==> src/rtl/i2c_accel_sequencer_pkg.sv <==
// Shared state encoding, bus constants and the power-on configuration table
// for the accelerometer I2C sequencer.
package i2c_seq_pkg;

  typedef enum logic [3:0] {
    S_IDLE,
    S_PWRUP,
    S_CFG_ISSUE,
    S_CFG_WAIT,
    S_PTR_ISSUE,
    S_PTR_WAIT,
    S_RD_ISSUE,
    S_RD_WAIT,
    S_PERIOD,
    S_GAP,
    S_FAULT
  } seq_state_t;

  localparam logic [7:0] CHIP_W   = 8'h3A;
  localparam logic [7:0] CHIP_R   = 8'h3B;
  localparam logic [7:0] DATA_REG = 8'h32;
  localparam int         CFG_LEN  = 3;
  localparam int         IDX_W    = 2;

  // Returns {register, value} for configuration entry idx.
  function automatic logic [15:0] cfg_entry(input logic [IDX_W-1:0] idx);
    logic [15:0] entry;
    case (idx)
      2'd0:    entry = {8'h2D, 8'h08};
      2'd1:    entry = {8'h31, 8'h0B};
      default: entry = {8'h2C, 8'h0A};
    endcase
    return entry;
  endfunction

endpackage

==> src/rtl/i2c_accel_sequencer_if.sv <==
// Request/response signals between the sequencer (master) and I2C_Bus (slave).
interface i2c_accel_sequencer_if;
  logic        i2c_en;
  logic        i2c_wr;
  logic [31:0] i2c_wdata;
  logic [31:0] i2c_rdata;
  logic [4:0]  i2c_nm;
  logic        i2c_done;
  logic        i2c_error;
  logic [23:0] i2c_readdata;

  modport master (
    output i2c_en, i2c_wr, i2c_wdata, i2c_rdata, i2c_nm,
    input  i2c_done, i2c_error, i2c_readdata
  );

  modport slave (
    input  i2c_en, i2c_wr, i2c_wdata, i2c_rdata, i2c_nm,
    output i2c_done, i2c_error, i2c_readdata
  );
endinterface

==> src/rtl/i2c_accel_sequencer_timer.sv <==
// Loadable down-counter: after a load of N, zero is reached N-1 cycles later,
// so a state that leaves on zero lasts exactly N cycles.
module i2c_seq_timer #(
  parameter int W = 16
) (
  input  logic         clk_in,
  input  logic         reset_n,
  input  logic         load,
  input  logic [W-1:0] load_val,
  output logic         zero
);

  logic [W-1:0] cnt_q;

  always_ff @(posedge clk_in or negedge reset_n) begin
    if (!reset_n)            cnt_q <= '0;
    else if (load)           cnt_q <= load_val - W'(1);
    else if (cnt_q != '0)    cnt_q <= cnt_q - W'(1);
  end

  assign zero = (cnt_q == '0);

endmodule

==> src/rtl/i2c_accel_sequencer.sv <==
// Accelerometer I2C sequencer: configuration writes, then periodic 3-byte polls.
// Define I2C_SEQ_TIMEOUT_EN to add a 16-bit watchdog on every *_WAIT state.
module i2c_accel_sequencer
  import i2c_seq_pkg::*;
#(
  parameter int PWRUP_CYC = 4000,
  parameter int GAP_CYC   = 8,
  parameter int MAX_RETRY = 3,
  parameter int PERIOD_W  = 16
) (
  input  logic                  clk_in,
  input  logic                  reset_n,
  input  logic                  run,
  input  logic [PERIOD_W-1:0]   period,
  i2c_accel_sequencer_if.master bus,
  output logic [23:0]           sample_data,
  output logic                  sample_valid,
  output logic                  busy,
  output logic                  fault
);

  localparam int CNT_W   = (PERIOD_W > 16) ? PERIOD_W : 16;
  localparam int RETRY_W = $clog2(MAX_RETRY + 1);

  seq_state_t           state_q, state_d, gap_next_q, gap_next_d;
  logic [IDX_W-1:0]     idx_q;
  logic [RETRY_W-1:0]   retry_q;
  logic                 run_q;
  logic                 tmr_load, tmr_zero;
  logic [CNT_W-1:0]     tmr_val;
  logic                 in_wait, txn_end, txn_err, txn_ok, retry_max, wdog_hit;

  i2c_seq_timer #(.W(CNT_W)) u_timer (
    .clk_in   (clk_in),
    .reset_n  (reset_n),
    .load     (tmr_load),
    .load_val (tmr_val),
    .zero     (tmr_zero)
  );

  assign in_wait   = state_q inside {S_CFG_WAIT, S_PTR_WAIT, S_RD_WAIT};
  assign txn_end   = in_wait && (bus.i2c_done || wdog_hit);
  assign txn_err   = in_wait && ((bus.i2c_done && bus.i2c_error) || wdog_hit);
  assign txn_ok    = txn_end && !txn_err;
  assign retry_max = (retry_q == RETRY_W'(MAX_RETRY));

`ifdef I2C_SEQ_TIMEOUT_EN
  logic [15:0] wdog_q;

  always_ff @(posedge clk_in or negedge reset_n) begin
    if (!reset_n)     wdog_q <= '0;
    else if (in_wait) wdog_q <= wdog_q + 16'd1;
    else              wdog_q <= '0;
  end

  assign wdog_hit = in_wait && (wdog_q == 16'hFFFF);
`else
  assign wdog_hit = 1'b0;
`endif

  always_ff @(posedge clk_in or negedge reset_n) begin
    if (!reset_n) begin
      state_q    <= S_IDLE;
      gap_next_q <= S_IDLE;
    end else begin
      state_q    <= state_d;
      gap_next_q <= gap_next_d;
    end
  end

  always_comb begin
    state_d    = state_q;
    gap_next_d = gap_next_q;
    tmr_load   = 1'b0;
    tmr_val    = '0;
    case (state_q)
      S_IDLE: begin
        if (run) begin
          state_d  = S_PWRUP;
          tmr_load = 1'b1;
          tmr_val  = CNT_W'(PWRUP_CYC);
        end
      end
      S_PWRUP: begin
        if (!run)          state_d = S_IDLE;
        else if (tmr_zero) state_d = S_CFG_ISSUE;
      end
      S_CFG_ISSUE: state_d = S_CFG_WAIT;
      S_PTR_ISSUE: state_d = S_PTR_WAIT;
      S_RD_ISSUE:  state_d = S_RD_WAIT;
      S_CFG_WAIT, S_PTR_WAIT, S_RD_WAIT: begin
        if (txn_end) begin
          if (txn_err && retry_max) begin
            state_d = S_FAULT;
          end else if (!run) begin
            state_d = S_IDLE;
          end else if (txn_ok && state_q == S_RD_WAIT) begin
            state_d  = S_PERIOD;
            tmr_load = 1'b1;
            tmr_val  = (period == '0) ? CNT_W'(1) : CNT_W'(period);
          end else begin
            state_d  = S_GAP;
            tmr_load = 1'b1;
            tmr_val  = CNT_W'(GAP_CYC);
            // A failed transaction reissues itself; a good one advances the list.
            if (state_q == S_CFG_WAIT) begin
              if (txn_ok && idx_q == IDX_W'(CFG_LEN - 1)) gap_next_d = S_PTR_ISSUE;
              else                                        gap_next_d = S_CFG_ISSUE;
            end else if (state_q == S_PTR_WAIT && txn_err) begin
              gap_next_d = S_PTR_ISSUE;
            end else begin
              gap_next_d = S_RD_ISSUE;
            end
          end
        end
      end
      S_PERIOD: begin
        if (!run) begin
          state_d = S_IDLE;
        end else if (tmr_zero) begin
          state_d    = S_GAP;
          tmr_load   = 1'b1;
          tmr_val    = CNT_W'(GAP_CYC);
          gap_next_d = S_PTR_ISSUE;
        end
      end
      S_GAP: begin
        if (!run)          state_d = S_IDLE;
        else if (tmr_zero) state_d = gap_next_q;
      end
      S_FAULT: begin
        if (run && !run_q) begin
          state_d  = S_PWRUP;
          tmr_load = 1'b1;
          tmr_val  = CNT_W'(PWRUP_CYC);
        end
      end
      default: state_d = S_IDLE;
    endcase
  end

  always_ff @(posedge clk_in or negedge reset_n) begin
    if (!reset_n) begin
      run_q         <= 1'b0;
      idx_q         <= '0;
      retry_q       <= '0;
      sample_data   <= '0;
      sample_valid  <= 1'b0;
      bus.i2c_wr    <= 1'b0;
      bus.i2c_wdata <= '0;
      bus.i2c_rdata <= '0;
      bus.i2c_nm    <= '0;
    end else begin
      run_q        <= run;
      sample_valid <= 1'b0;
      if (state_d == S_PWRUP && state_q != S_PWRUP) begin
        idx_q   <= '0;
        retry_q <= '0;
      end else if (txn_ok) begin
        retry_q <= '0;
        if (state_q == S_CFG_WAIT) idx_q <= idx_q + IDX_W'(1);
      end else if (txn_err && !retry_max) begin
        retry_q <= retry_q + RETRY_W'(1);
      end
      if (txn_ok && state_q == S_RD_WAIT) begin
        sample_data  <= bus.i2c_readdata;
        sample_valid <= 1'b1;
      end
      // Frames are loaded on entry to *_ISSUE and then held through *_WAIT.
      if (state_d == S_CFG_ISSUE) begin
        bus.i2c_wdata <= {8'h00, CHIP_W, cfg_entry(idx_q)};
        bus.i2c_nm    <= 5'd3;
        bus.i2c_wr    <= 1'b0;
      end else if (state_d == S_PTR_ISSUE) begin
        bus.i2c_wdata <= {16'h0000, CHIP_W, DATA_REG};
        bus.i2c_nm    <= 5'd2;
        bus.i2c_wr    <= 1'b0;
      end else if (state_d == S_RD_ISSUE) begin
        bus.i2c_rdata <= {CHIP_R, 24'h000000};
        bus.i2c_nm    <= 5'd4;
        bus.i2c_wr    <= 1'b1;
      end
    end
  end

  assign busy       = state_q inside {S_CFG_ISSUE, S_CFG_WAIT, S_PTR_ISSUE,
                                      S_PTR_WAIT, S_RD_ISSUE, S_RD_WAIT};
  assign bus.i2c_en = busy;
  assign fault      = (state_q == S_FAULT);

endmodule

==> src/flat_wrapper.sv <==
// flat-port wrapper written by rule: the top's interface ports become plain ports
module i2c_accel_sequencer_flat import i2c_seq_pkg::*;
#(
  parameter int PWRUP_CYC = 4000,
  parameter int GAP_CYC   = 8,
  parameter int MAX_RETRY = 3,
  parameter int PERIOD_W  = 16
)
  (clk_in, reset_n, run, period, sample_data, sample_valid, busy, fault, bus_i2c_en, bus_i2c_wr, bus_i2c_wdata, bus_i2c_rdata, bus_i2c_nm, bus_i2c_done, bus_i2c_error, bus_i2c_readdata);
  i2c_accel_sequencer_if bus_i ();
  input  logic clk_in;
  input  logic reset_n;
  input  logic run;
  input  logic [PERIOD_W-1:0] period;
  output logic [23:0] sample_data;
  output logic sample_valid;
  output logic busy;
  output logic fault;
  output wire logic [$bits(bus_i.i2c_en)-1:0] bus_i2c_en;
  output wire logic [$bits(bus_i.i2c_wr)-1:0] bus_i2c_wr;
  output wire logic [$bits(bus_i.i2c_wdata)-1:0] bus_i2c_wdata;
  output wire logic [$bits(bus_i.i2c_rdata)-1:0] bus_i2c_rdata;
  output wire logic [$bits(bus_i.i2c_nm)-1:0] bus_i2c_nm;
  input wire logic [$bits(bus_i.i2c_done)-1:0] bus_i2c_done;
  input wire logic [$bits(bus_i.i2c_error)-1:0] bus_i2c_error;
  input wire logic [$bits(bus_i.i2c_readdata)-1:0] bus_i2c_readdata;
  assign bus_i2c_en = bus_i.i2c_en;
  assign bus_i2c_wr = bus_i.i2c_wr;
  assign bus_i2c_wdata = bus_i.i2c_wdata;
  assign bus_i2c_rdata = bus_i.i2c_rdata;
  assign bus_i2c_nm = bus_i.i2c_nm;
  assign bus_i.i2c_done = bus_i2c_done;
  assign bus_i.i2c_error = bus_i2c_error;
  assign bus_i.i2c_readdata = bus_i2c_readdata;
  i2c_accel_sequencer #(.PWRUP_CYC(PWRUP_CYC), .GAP_CYC(GAP_CYC), .MAX_RETRY(MAX_RETRY), .PERIOD_W(PERIOD_W)) u_core (.clk_in(clk_in), .reset_n(reset_n), .run(run), .period(period), .bus(bus_i), .sample_data(sample_data), .sample_valid(sample_valid), .busy(busy), .fault(fault));
endmodule
==> config.mk <==
export PLATFORM = sky130hd
export DESIGN_NAME = i2c_accel_sequencer_flat
export DESIGN_NICKNAME = d
export VERILOG_FILES = /design/src/rtl/i2c_accel_sequencer_pkg.sv /design/src/rtl/i2c_accel_sequencer_if.sv /design/src/rtl/i2c_accel_sequencer_timer.sv /design/src/rtl/i2c_accel_sequencer.sv /design/src/flat_wrapper.sv
export SDC_FILE = /design/constraint.sdc
export NUM_CORES = 1
export LEC_CHECK = 0
export ABC_AREA = 1
export BUFFER_PORTS_ARGS = -buffer_cell sky130_fd_sc_hd__buf_2
export CAP_MARGIN = 5
export CELL_PAD_IN_SITES_DETAIL_PLACEMENT = 0
export CELL_PAD_IN_SITES_GLOBAL_PLACEMENT = 1
export CORE_MARGIN = 5
export CORE_UTILIZATION = 25
export CTS_CLUSTER_SIZE = 28
export DETAILED_ROUTE_END_ITERATION = 8
export PLACE_DENSITY = 0.57
export SYNTH_ARGS = -nofsm -noshare
export SYNTH_HDL_FRONTEND = slang
export SYNTH_SLANG_ARGS = --single-unit
==> constraint.sdc <==
create_clock -name clk_in -period 2.69 [get_ports clk_in]
set_input_delay 0.269 -clock clk_in [delete_from_list [all_inputs] [get_ports clk_in]]
set_output_delay 0.269 -clock clk_in [all_outputs]
set_load 0.05 [all_outputs]
==> results.txt, run 1 <==
status: finished clean
1st-iter DRT viols: 236
Worst Path Required: 2910 ps
Int Power: 2110 uW
maximum VDD drop: 0.354 mV
Final min period: 2400 ps
area growth from synthesis to layout: 17.0%
max_cap viols: 0
Fin Hold WS: 120 ps
post-synth top area cell: dfrtp_1
critical path class: reg -> reg
Clk pin slew, worst setup/hold paths: 60 ps
drt pass-1 iters: 5
Mean Syn Cell Area: 7.56 sq um
Placeable Area: 0.0164 sq mm
startpoint types: flip-flop
worst min path class: in -> reg
Die H: 139 um
post-CTS sizing: 0
initial antenna violation count: 0
Top Ports: 143
H-tree depth: 3
wire length per cell: 13.3 um
I/O Buffers: 96
final hold vios: 0
P_leak: 0.00266 uW
top_reg_cell synth: dfrtp_1
vias: 3589
Post-Syn Area: 0.00413 sq mm
Placer Congestion: 0.846
nets@finish: 683
CTS sink count: 65
power density over the cells: 753 mW/mm^2
clock root cell: clkbuf_16
Synth cell types: 36
vias per inst: 4.19
switching part of the total: 0.422
Max Clock Skew: 9.35 ps
GRT overflow: 0
largest net degree at the start of global routing: 66
share of cells above drive strength 1: 0.259
CTS buffer count: 9
Post-synth EDFFs: 0
Max Root-Sink Buffers: 2
sequential-to-total area share from yosys stat: 0.394
Post-synth ARST share: 1.00
antenna cells: 0
Global Route Usage Sum: 0.119
Post-DRT Antenna Nets: 0
Fin Setup TNS: 0 ps
DRC viols: 0
Die ar.: 0.0192 sq mm
Max-Slew Margin vs Limit: 0.417
RSZ-0062 raised after global routing: no
Routed WL: 11400 um
Std-Cell Rows: 47
clock share of power: 0.305
final worst-path cycle share: 0.892
NetSw: 1540 uW
# setup viols final: 0
#FFs+latches synth: 65
count leader, synth: nand2_1
largest cells by area after synthesis: dfrtp_1 (39%), nand2_1 (15%), buf_4 (11%)
CP Max Fanout: 12
worst path arrival time: 2620 ps
Gate Count Post-Synth: 547
Max Clk Rate: 417 MHz
post-DP HPWL: 8930 um
combinational share of power: 0.352
Flop pwr share: 0.344
number of global-route vias before repair: 3536
post-CTS setup buffer count: 0
final slew viol count: 0
CTS tree: done
Synth Warn #: 0
# hold bufs at CTS: 0
Worst-Margin Slew: 875 ps
synth cell count leaders: nand2_1 (160), dfrtp_1 (65), nor2_1 (64), buf_4 (62), nand3_1 (43)
CP Capture Type: flip-flop
die width: 139 um
worst-skew pair later-pin latency: 340 ps
global-route wire length before repair: 18300 um
initial core utilization: 0.252
Yosys top cell area share: 0.394
flip-flops by register name, summed over array words and instances, names as in the netlist:
name,cells
u_core.run_q,1
u_core.retry_q,2
u_core.bus.i2c_rdata,1
u_core.bus.i2c_wdata,9
u_core.idx_q,2
u_core.bus.i2c_nm,3
u_core.gap_next_q,2
u_core.u_timer.cnt_q,16
u_core.sample_valid,1
u_core.state_q,4
u_core.sample_data,24
layout make-up:
class / instances / area (sq um)
inverters: 45 / 171
clock inverters: 7 / 53.8
flip-flops and latches: 65 / 1630
fillers: 1798 / 11600
well taps: 220 / 275
clock buffers: 9 / 225
repair buffers: 102 / 526
multi-input cells: 409 / 1960
worst max-delay path, stage by stage (launching register included):
cell     delay, ps
dfrtp_1        490
nor2_1          90
nor2_2         210
nand4_2        210
nand2_4        220
nand3_1        160
o21ai_2        220
inv_2           70
ha_1           210
nand2_1        140
inv_1           70
nand2_1         60
nand2_1         40
nand2_1         50
nor2_1          40
path summary, 6_finish.rpt:
| kind | startpoint | to | slack (ps) | depth (start not counted) |
|---|---|---|---|---|
| hold / removal | bus_i2c_readdata[11] | u_core.sample_data[11] | 120 | 3 |
| setup / recovery | u_core.state_q[1] | u_core.u_timer.cnt_q[12] | 290 | 14 |
| setup reg to reg | u_core.state_q[1] | u_core.u_timer.cnt_q[12] | 290 | 14 |
| max in group asynchronous | reset_n | u_core.state_q[2] | 1950 | 2 |
| hold reg to reg | u_core.bus.i2c_wdata[13] | u_core.bus.i2c_wdata[13] | 450 | 1 |
| min in group asynchronous | reset_n | u_core.bus.i2c_rdata[24] | 130 | 2 |
power by group through the flow:
stage / combinational, uW / sequential (uW) / clock, uW
after floorplan: 886 / 1450 / 0
after global placement: 1300 / 1270 / 0
after detailed placement: 1290 / 1270 / 0
after CTS: 1290 / 1250 / 1150
after global routing: 1420 / 1270 / 1180
final: 1280 / 1250 / 1110
routing by layer:
layer | GRT usage | wire, um | vias up | share of wire
met1 | 0.137 | 4780 | 1676 | 0.42
met3 | 0.0266 | 522 | 19 | 0.046
met4 | 0.0510 | 251 | 0 | 0.022
li1 | - | - | 1794 | -
met5 | 0 | 0 | - | 0
met2 | 0.211 | 5840 | 100 | 0.51
stage by stage:
| stage | power, uW | setup WS, ps | util | instance area [sq um] | instances |
|---|---|---|---|---|---|
| detailed placement | 2560 | 277 | 0.278 | 4560 | 841 |
| CTS | 3690 | 242 | 0.295 | 4840 | 857 |
| global placement | 2560 | 365 | 0.278 | 4560 | 841 |
| floorplan | 2340 | 189 | - | 4300 | 592 |
| finish | 3640 | 291 | 0.295 | 4840 | 857 |
| global route | 3870 | 32.0 | 0.295 | 4840 | 857 |
kinds of logic after synthesis:
family,synth area share
other cells,0.000907
buf+inv,0.173
compound gates,0.0330
xor+xnor,0.00848
flops,0.394
mux,0.00242
simple gates,0.370
fa+ha+maj,0.0182
cell usage in the layout, fill, tap and decap left out, types with 2 or more instances in the layout:
cell,instances
xnor2_1,3
clkbuf_16,9
nand2_1,160
buf_4,6
nor2_1,64
dfrtp_1,64
nor3_1,2
inv_6,2
nand3b_1,2
buf_2,96
nor2_2,13
nand4_2,7
inv_2,6
inv_1,38
nand2_4,3
nand4_1,15
nor2_4,3
a21oi_1,8
a31oi_1,3
o21ai_0,11
nand2_2,8
clkinvlp_4,3
nand3_1,43
nand3_4,2
ha_1,6
conb_1,46
(Power assumes the default switching activity.)
==> run 2: changes to the inputs <==
--- a/config.mk
+++ b/config.mk
@@ -11,10 +11,10 @@
 export CELL_PAD_IN_SITES_DETAIL_PLACEMENT = 0
 export CELL_PAD_IN_SITES_GLOBAL_PLACEMENT = 1
 export CORE_MARGIN = 5
-export CORE_UTILIZATION = 25
+export CORE_UTILIZATION = 36
 export CTS_CLUSTER_SIZE = 28
 export DETAILED_ROUTE_END_ITERATION = 8
-export PLACE_DENSITY = 0.57
+export PLACE_DENSITY = 0.78
 export SYNTH_ARGS = -nofsm -noshare
 export SYNTH_HDL_FRONTEND = slang
 export SYNTH_SLANG_ARGS = --single-unit
==> run 2 against run 1 <==
Cell area is 0.47% lower. Sequential power about the same. Combinational power about the same. Register-to-register slack got worse by 70 ps. Flip-flop and latch count unchanged. Clock skew is 2.4 ps lower. Clock-buffer cell count is 2 higher. First-iteration DRC count increased by 42%. Core utilization increased by 13 points. Via count rose by 1.1%. Critical path depth did not move. Clock power rose by 23%. Largest cell class unchanged. Highest routed layer unchanged.
==> results.txt, run 2 (synthesized netlist as in run 1, its figures left out) <==
initial antenna violation count: 0 (unchanged)
combinational share of power: 0.329 (-0.023)
CTS sink count: 65 (unchanged)
largest registers: u_core.sample_data (24), u_core.u_timer.cnt_q (16), u_core.bus.i2c_wdata (9)
share of cells above drive strength 1: 0.256 (-0.00314)
global-route wire length before repair: 16500 um (-9.9%)
CTS tree: done
antenna cells: 0 (unchanged)
largest net degree at the start of global routing: 66 (unchanged)
I/O Buffers: 96 (unchanged)
Die ar.: 0.0137 sq mm (-29%)
Global Route Usage Sum: 0.154 (+0.0355)
Placed Instance Area: 0.00446 sq mm (-2.1%)
Top Ports: 143 (unchanged)
Placer Congestion: 0.897 (+6.0%)
post-CTS setup buffer count: 0 (unchanged)
CTS buffer count: 9 (unchanged)
power density over the cells: 807 mW/mm^2 (+7.2%)
GRT overflow: 0 (unchanged)
final slew viol count: 0 (unchanged)
CP Max Fanout: 19 (+7)
CP Capture Type: flip-flop
Placeable Area: 0.0113 sq mm (-31%)
# setup viols final: 0 (unchanged)
worst min path class: in -> reg
post-CTS sizing: 0 (unchanged)
overall power: 3890 uW (+6.7%)
clock root cell: clkbuf_16
worst path arrival time: 2680 ps (+60 ps)
Buf+Inv Stages, Crit Path: 1 (-1)
Fillers: 1178 (-34%)
crit-path cells: nor2_1 > nor2_2 > nand4_2 > nand2_8 > nand3_1 > o21ai_2 > inv_2 > ha_1 > nand2_1 > nor2_2 > nand2_1 > nand2_1 > nand2_1 > nor2_1
worst-skew pair later-pin latency: 330 ps (about the same)
Std-Cell Rows: 39 (-17%)
critical path class: reg -> reg
area growth from synthesis to layout: 16.5%
post-DP HPWL: 7920 um (-11%)
number of global-route vias before repair: 3457 (-2.2%)
H-tree depth: 3 (unchanged)
Clk pin slew, worst setup/hold paths: 60 ps (about the same)
maximum VDD drop: 0.534 mV (+51%)
Worst Path Required: 2910 ps (about the same)
Max-Slew Margin vs Limit: 0.433 (+0.0161)
top cell family by delay on the critical path: simple AND/OR/NAND/NOR gates
final core utilization: 0.425 (+0.130)
Most flops, register: u_core.sample_data
commonest non-fill, non-tap cell in the layout: nand2_1
Flop pwr share: 0.322 (-0.022)
Final min period: 2460 ps (+65.9 ps)
RSZ-0062 raised after global routing: no
Routed WL: 10300 um (-9.4%)
final worst-path cycle share: 0.916 (+0.0245)
max reg flops: 24 (unchanged)
Max Clk Rate: 406 MHz (-2.7%)
max_cap viols: 0 (unchanged)
startpoint types: flip-flop
register area: 0.00163 sq mm (about the same)
initial core utilization: 0.365 (+0.113)
CP max stage cell: dfrtp_1
die width: 117 um (-15%)
worst stage delay on the critical path: 500 ps (about the same)
DRC viols: 0 (unchanged)
vias: 3629 (+1.1%)
Die H: 117 um (-15%)
NetSw: 1480 uW (-3.7%)
Post-DRT Antenna Nets: 0 (unchanged)
vias per inst: 4.65 (+11%)
# hold bufs at CTS: 0 (unchanged)
nets@finish: 683 (unchanged)
Final Instance Area: 0.00481 sq mm (-0.47%)
Worst path most repeated cell: nand2_1
most frequent cells in the layout: nand2_1 (160), buf_2 (96), dfrtp_1 (65)
Max Clock Skew: 6.90 ps (-2.45 ps)
Fin Hold WS: 127 ps (+7.13 ps)
status: finished clean
P_leak: 0.00270 uW (+1.6%)
switching part of the total: 0.381 (-0.0412)
clock share of power: 0.349 (+0.044)
final hold vios: 0 (unchanged)
wire length per cell: 13.2 um (-0.48%)
1st-iter DRT viols: 334 (+42%)
drt pass-1 iters: 4 (-1)
Fin Setup TNS: 0 ps (unchanged)
Worst-Margin Slew: 851 ps (-24.1 ps)
Int Power: 2410 uW (+14%)
Max Root-Sink Buffers: 2 (unchanged)
area of the multi-input gates: 0.00197 sq mm (+0.45%)
[run 2: cell count changes in the layout (fill, tap and decap cells not counted), sizes merged]
cell and delta:
clkinvlp -2, clkinv -1, clkbuf +2, inv -2, bufinv +3
[run 2: cell type report]
class,count,area share
clock buffer,11,0.0504
clock inverter,5,0.0213
inverter,45,0.0356
multi-input combinational,409,0.409
sequential,65,0.338
tap,143,0.0372
timing repair buffer,102,0.109
[run 2: metrics by stage]
| step | std cells | setup slack, ps |
|---|---|---|
| 6_report | 780 | 225 |
| 5_1_grt | 780 | 2.82 |
| 4_1_cts | 780 | 219 |
| 3_3_place_gp | 764 | 332 |
| 2_1_floorplan | 592 | 189 |
| 3_5_place_dp | 764 | 236 |
[run 2: worst min-delay path, cell delays in order]
cell and delay (ps):
buf_2 70, nand2_1 40, nand2_1 40
[run 2: path summary, 6_finish.rpt]
kind | from | cells past startpoint | to | slack [ps]
worst min-delay path | bus_i2c_readdata[6] | 3 | u_core.sample_data[6] | 130
max in group asynchronous | reset_n | 2 | u_core.u_timer.cnt_q[11] | 2000
worst max register to register | u_core.state_q[2] | 14 | u_core.u_timer.cnt_q[10] | 230
worst min register to register | u_core.bus.i2c_wdata[13] | 1 | u_core.bus.i2c_wdata[13] | 450
worst max-delay path | u_core.state_q[2] | 14 | u_core.u_timer.cnt_q[10] | 230
min in group asynchronous | reset_n | 2 | u_core.retry_q[1] | 140
[run 2: layer usage]
metal | share of wire | global-route usage
met1 | 0.43 | 0.196
met4 | 0.021 | 0.0673
met3 | 0.058 | 0.0257
met2 | 0.50 | 0.258
met5 | 0 | 0
[run 2: power by group through the flow]
stage	sequential, uW	clock (uW)	combinational [uW]
after floorplan	1450	0	886
after global placement	1260	0	1270
after detailed placement	1270	0	1280
after CTS	1250	1390	1290
after global routing	1270	1430	1410
final	1250	1360	1280
